$ cat src/rtl/la_txdiff_ser.sv
// Purpose : serialize valid/ready parallel words LSB-first into start/data/stop frames for a differential TX pad.
// Latency : start bit (ap=0) appears the cycle after the accepting edge; each bit lasts DIV cycles.
// Backpr. : in_ready only in IDLE or the last STOP cycle (back-to-back frames); words offered while busy are ignored.
//
// Ports:
//   clk       core clock, rising edge
//   nreset    synchronous active-low reset
//   en        transmitter enable (also drives the pad output enable)
//   in_valid  word valid
//   in_data   DW-bit word to send
//   in_ready  word accepted on this edge if in_valid is also high
//   ap / an   complementary serial line to the pad cell (idle = mark, ap=1)
//   oe        registered pad output enable
//   busy      frame in progress
//
// Optional feature: define LA_TXDIFF_SER_PARITY_EN to append an even-parity
// bit (PAR state) between the last data bit and the stop bit.
module la_txdiff_ser #(
    parameter     PROP = "DEFAULT",
    parameter int DW   = 8,
    parameter int DIV  = 4
) (
    input  logic          clk,
    input  logic          nreset,
    input  logic          en,
    input  logic          in_valid,
    input  logic [DW-1:0] in_data,
    output logic          in_ready,
    output logic          ap,
    output logic          an,
    output logic          oe,
    output logic          busy
);

    localparam int BCW = (DIV > 1) ? $clog2(DIV) : 1;
    localparam int IW  = $clog2(DW + 1);

    localparam logic [BCW-1:0] CNT_LAST = BCW'(DIV - 1);
    localparam logic [IW-1:0]  IDX_LAST = IW'(DW - 1);

`ifdef LA_TXDIFF_SER_PARITY_EN
    typedef enum logic [2:0] {
        S_IDLE  = 3'd0,
        S_START = 3'd1,
        S_DATA  = 3'd2,
        S_PAR   = 3'd3,
        S_STOP  = 3'd4
    } state_t;
`else
    typedef enum logic [2:0] {
        S_IDLE  = 3'd0,
        S_START = 3'd1,
        S_DATA  = 3'd2,
        S_STOP  = 3'd4
    } state_t;
`endif

    state_t           r_state;
    logic [BCW-1:0]   r_bitcnt;
    logic [IW-1:0]    r_idx;
    logic [DW-1:0]    r_shreg;
    logic             r_ap;
    logic             r_oe;

    state_t           w_state_nxt;
    logic [BCW-1:0]   w_bitcnt_nxt;
    logic [IW-1:0]    w_idx_nxt;
    logic [DW-1:0]    w_shreg_nxt;
    logic             w_ap_nxt;
    logic             w_last;
    logic             w_xfer;

`ifdef LA_TXDIFF_SER_PARITY_EN
    logic             r_par;
    logic             w_par_nxt;
`endif

    // Last cycle of the current bit time; with DIV=1 this is always true.
    assign w_last   = (r_bitcnt == CNT_LAST);

    // Accepting in the last STOP cycle lets the next start bit follow with no idle gap.
    assign in_ready = en & nreset & ((r_state == S_IDLE) | ((r_state == S_STOP) & w_last));
    assign w_xfer   = in_valid & in_ready;

    always_comb begin
        w_state_nxt  = r_state;
        w_bitcnt_nxt = w_last ? '0 : r_bitcnt + 1'b1;
        w_idx_nxt    = r_idx;
        w_shreg_nxt  = r_shreg;
`ifdef LA_TXDIFF_SER_PARITY_EN
        w_par_nxt    = r_par;
`endif
        if (w_xfer) begin
            w_state_nxt  = S_START;
            w_bitcnt_nxt = '0;
            w_idx_nxt    = '0;
            w_shreg_nxt  = in_data;
`ifdef LA_TXDIFF_SER_PARITY_EN
            w_par_nxt    = ^in_data;
`endif
        end else begin
            case (r_state)
                S_IDLE: begin
                    w_bitcnt_nxt = '0;
                end
                S_START: begin
                    if (w_last) begin
                        w_state_nxt = S_DATA;
                    end
                end
                S_DATA: begin
                    if (w_last) begin
                        w_shreg_nxt = r_shreg >> 1;
                        w_idx_nxt   = r_idx + 1'b1;
                        if (r_idx == IDX_LAST) begin
`ifdef LA_TXDIFF_SER_PARITY_EN
                            w_state_nxt = S_PAR;
`else
                            w_state_nxt = S_STOP;
`endif
                        end
                    end
                end
`ifdef LA_TXDIFF_SER_PARITY_EN
                S_PAR: begin
                    if (w_last) begin
                        w_state_nxt = S_STOP;
                    end
                end
`endif
                S_STOP: begin
                    if (w_last) begin
                        w_state_nxt = S_IDLE;
                    end
                end
                default: begin
                    w_state_nxt  = S_IDLE;
                    w_bitcnt_nxt = '0;
                end
            endcase
        end
    end

    // Line value is registered from the next state so ap changes exactly
    // on the edge that enters each bit; shreg[0] is the bit about to go out.
    always_comb begin
        w_ap_nxt = 1'b1;
        case (w_state_nxt)
            S_START: w_ap_nxt = 1'b0;
            S_DATA:  w_ap_nxt = w_shreg_nxt[0];
`ifdef LA_TXDIFF_SER_PARITY_EN
            S_PAR:   w_ap_nxt = w_par_nxt;
`endif
            default: w_ap_nxt = 1'b1;
        endcase
    end

    always_ff @(posedge clk) begin
        if (!nreset) begin
            r_state  <= S_IDLE;
            r_bitcnt <= '0;
            r_idx    <= '0;
            r_shreg  <= '0;
            r_ap     <= 1'b1;
            r_oe     <= 1'b0;
`ifdef LA_TXDIFF_SER_PARITY_EN
            r_par    <= 1'b0;
`endif
        end else begin
            r_state  <= w_state_nxt;
            r_bitcnt <= w_bitcnt_nxt;
            r_idx    <= w_idx_nxt;
            r_shreg  <= w_shreg_nxt;
            r_ap     <= w_ap_nxt;
`ifdef LA_TXDIFF_SER_PARITY_EN
            r_par    <= w_par_nxt;
`endif
            // Driver stays enabled until any frame in flight has drained.
            if (en) begin
                r_oe <= 1'b1;
            end else if (r_state == S_IDLE) begin
                r_oe <= 1'b0;
            end
        end
    end

    assign ap   = r_ap;
    assign an   = ~r_ap;
    assign oe   = r_oe;
    assign busy = (r_state != S_IDLE);

endmodule

$ cat config.mk
export PLATFORM = sky130hd
export DESIGN_NAME = la_txdiff_ser
export DESIGN_NICKNAME = d
export VERILOG_FILES = /design/src/rtl/la_txdiff_ser.sv
export SDC_FILE = /design/constraint.sdc
export NUM_CORES = 1
export LEC_CHECK = 0
export CORE_MARGIN = 4
export CORE_UTILIZATION = 31
export DETAILED_ROUTE_END_ITERATION = 8
export PLACE_DENSITY_LB_ADDON = 0.3
export SKIP_CTS_REPAIR_TIMING = 1
export SLEW_MARGIN = 10
export SYNTH_ARGS = -nofsm -noshare
export SYNTH_HDL_FRONTEND = slang
export SYNTH_SLANG_ARGS = --single-unit
$ cat constraint.sdc
create_clock -name clk -period 1.3 [get_ports clk]
set_input_delay 0.195 -clock clk [delete_from_list [all_inputs] [get_ports clk]]
set_output_delay 0.195 -clock clk [all_outputs]
set_load 0.05 [all_outputs]
==> results.yml <==
place:
  numPortBuffers: 16
  hpwl_um: 1331
  gp_congestion: 0.6913
  dp_cells: 142
synth:
  synth_nets: 105
  ys_seq_area_frac: 0.4032
  synth.cell_area_um2: 943.4
  synth_warnings: 0
  post_synth.cell_area_avg_um2: 10.37
  syn_inst: 91
  synth_cell_types: 32
  ys_ff_latch: 19
routing:
  vias_per_cell: 5.066
  wl_per_cell_um: 12.70
  vias: 765
  drt_wl_total_um: 1918
  route.detailed.drc: 0
  first_pass_iters: 2
  drtIter0Drc: 9
  ant_nets: 0
timing:
  setup_violations: 11
  slew_headroom: 0.8246
  tns_ps: -1216
  finalCritPeriodShare: 1.140
  rsz0062_at_grt: "true"
  final_hold_viol_count: 0
  period_needed_ps: 1482
  fmax_ghz: 0.6750
  finalWorstSetupSlack_ps: -181.5
  worst_pin_slew_ps: 262.3
  skew_ps: 7.219
  slew_viol_final: 0
critical_path:
  crit_path_max_incr_delay_ps: 370
  start_kind: "flop"
  critPathKind: "reg2out"
  worstPathRequired_ps: 1110
  path_max_fanout: 3
  crit_slowest_cell: "or3_4"
  reg2reg_setup_slack_ps: -120
  cp-end-kind: "primary output"
  arrival_ps: 1290
  path_cells: "buf_6 > or3_4 > buf_8"
  timing.critical_path.buf_inv: 2
  cp_top_family: "simple AND/OR/NAND/NOR gates"
die:
  die_h_um: 63.17
  dieArea_mm2: 0.003990
  fp-row-count: 19
  initial_core_util: 0.3335
  ios: 17
  die_w_um: 63.17
  core_region_area_mm2: 0.002829
clock_tree:
  path_clk_slew_ps: 110
  clk_latency_ps: 300
  cts_buffer_depth: 2
  cts_tree: "built"
  cts.sinks: 19
  root_buffer: "clkbuf_4"
  htreeDepth: 1
  cts-buffers-inserted: 3
status:
  status: "complete, but fails checks"
  violations: "setup timing"
power:
  power_leakage_nw: 0.6038
  vdd_drop_max_mv: 0.4755
  pwr_density_cell_mw_per_mm2: 815.0
final_layout:
  drive_above_1_share: 0.4000
  nets: 135
  diodes: 0
  nFillCells: 272
  syn2layout_area_growth_pct: 44.70
  final_cells: 151
  fin_util: 0.4825
grt:
  grt_max_degree: 18
  groute.usage.overall: 0.09165
  grt_pass1_vias: 732
  antenna_found_initial: 0
  grt.overflow.total: 0
  grt_pass1_wl_um: 2911
min_path:
  hp-class: "in2reg"
job:
  maxCapViolations: 0
==> per-stage QoR <==
| stage | power, mW | cell area (µm²) | hold WS, ps | setup slack (ps) |
|---|---|---|---|---|
| after floorplan | 0.7221 | 964.7 | 333.5 | -56.77 |
| after global placement | 0.8052 | 1231 | 506.2 | -262.5 |
| after detailed placement | 0.8079 | 1231 | 513.1 | -283.0 |
| after CTS | 1.103 | 1259 | 507.8 | -270.0 |
| after global routing | 1.166 | 1365 | 503.8 | -219.4 |
| final | 1.113 | 1365 | 511.6 | -181.5 |
==> final timing paths <==
kind                                  end  cells after the start                   start
setup / recovery                     busy                      3   r_state[2]$_SDFF_PN0_
hold / removal    r_shreg[3]$_SDFFE_PN0P_                      2              in_data[3]
setup reg to reg  r_shreg[1]$_SDFFE_PN0P_                      6  r_bitcnt[0]$_SDFF_PP0_
hold reg to reg     r_idx[3]$_SDFFE_PP0P_                      2   r_idx[3]$_SDFFE_PP0P_
==> synth_stat cells <==
| cell type | number | area share |
|---|---|---|
| a21oi_1 | 5 | 0.027 |
| a31oi_1 | 1 | 0.0066 |
| and2_1 | 1 | 0.0066 |
| and3b_1 | 1 | 0.0093 |
| and4bb_1 | 1 | 0.013 |
| and4bb_2 | 1 | 0.013 |
| buf_2 | 1 | 0.0053 |
| buf_6 | 3 | 0.036 |
| buf_8 | 1 | 0.016 |
| clkbuf_1 | 1 | 0.0040 |
| dfxtp_1 | 19 | 0.40 |
| ha_1 | 2 | 0.027 |
| inv_1 | 3 | 0.012 |
| mux2i_1 | 9 | 0.095 |
| nand2_1 | 8 | 0.032 |
| nand2_2 | 1 | 0.0066 |
| nand2b_1 | 1 | 0.0066 |
| nand3_4 | 1 | 0.019 |
| nand3b_1 | 1 | 0.0080 |
| nand4_2 | 1 | 0.013 |
| nand4b_1 | 1 | 0.0093 |
| nor2_1 | 5 | 0.020 |
| nor2_2 | 1 | 0.0066 |
| nor2b_1 | 3 | 0.020 |
| nor3b_1 | 3 | 0.024 |
| nor4b_2 | 2 | 0.032 |
| o211a_1 | 7 | 0.074 |
| o21ai_0 | 1 | 0.0053 |
| or2_0 | 1 | 0.0066 |
| or3_1 | 1 | 0.0066 |
| xnor2_1 | 1 | 0.0093 |
| xor2_1 | 3 | 0.028 |
==> report_power, final <==
group	switching, mW	internal, mW	total, mW
Clock	0.181	0.115	0.296
Combinational	0.0924	0.110	0.202
Sequential	0.0127	0.602	0.614
Total	0.287	0.826	1.11
==> routing by layer <==
layer,global-route usage,routed length [µm]
met1,0.08846,810
met2,0.1660,990
met3,0.03552,83
met4,0.04959,33
met5,0,0
==> worst reg2reg max path, stage by stage (launching register included) <==
cell	delay, ps
dfxtp_2	360
ha_4	140
and4bb_2	320
buf_12	150
mux2i_1	180
nand2_1	70
o211a_1	120
==> cell usage in the layout (no fill, tap or decap), types with 2 or more instances in the layout <==
master / instances
dfxtp_1: 12
clkdlybuf4s50_1: 11
mux2i_1: 8
nand2_1: 8
buf_4: 8
o211a_1: 7
dfxtp_2: 7
nor2_1: 5
buf_12: 5
buf_6: 4
inv_1: 3
a21oi_1: 3
xor2_1: 3
nor2b_1: 3
clkbuf_4: 3
and4bb_2: 2
nor3b_2: 2
a21oi_2: 2
nor4b_2: 2
nand3_2: 2
==> registers in the layout, summed over array words and instances, names as in the netlist <==
register,cells
r_state,3
r_shreg,8
ap,1
r_idx,4
oe,1
r_bitcnt,2
==> cell families after synthesis <==
| family | after synthesis | share of synthesized area |
|---|---|---|
| DFF | 19 | 0.4032 |
| buffers and inverters | 9 | 0.07293 |
| and+or+nand+nor | 34 | 0.2520 |
| AOI/OAI and AO/OA | 14 | 0.1127 |
| adders and majority gates | 2 | 0.02652 |
| xor gates and xnor gates | 4 | 0.03714 |
| muxes | 9 | 0.09549 |
==> area by class of cell <==
cell class	count	area, µm²	area share
clock inverters	1	5.005	0.003666
multi-input cells	65	568.0	0.4161
inverters	3	11.26	0.008249
repair buffers	29	330.3	0.2420
flip-flops and latches	19	389.1	0.2851
well taps	31	38.79	0.02841
clock buffers	3	22.52	0.01650
No activity file was read; power rests on OpenSTA's default activity.
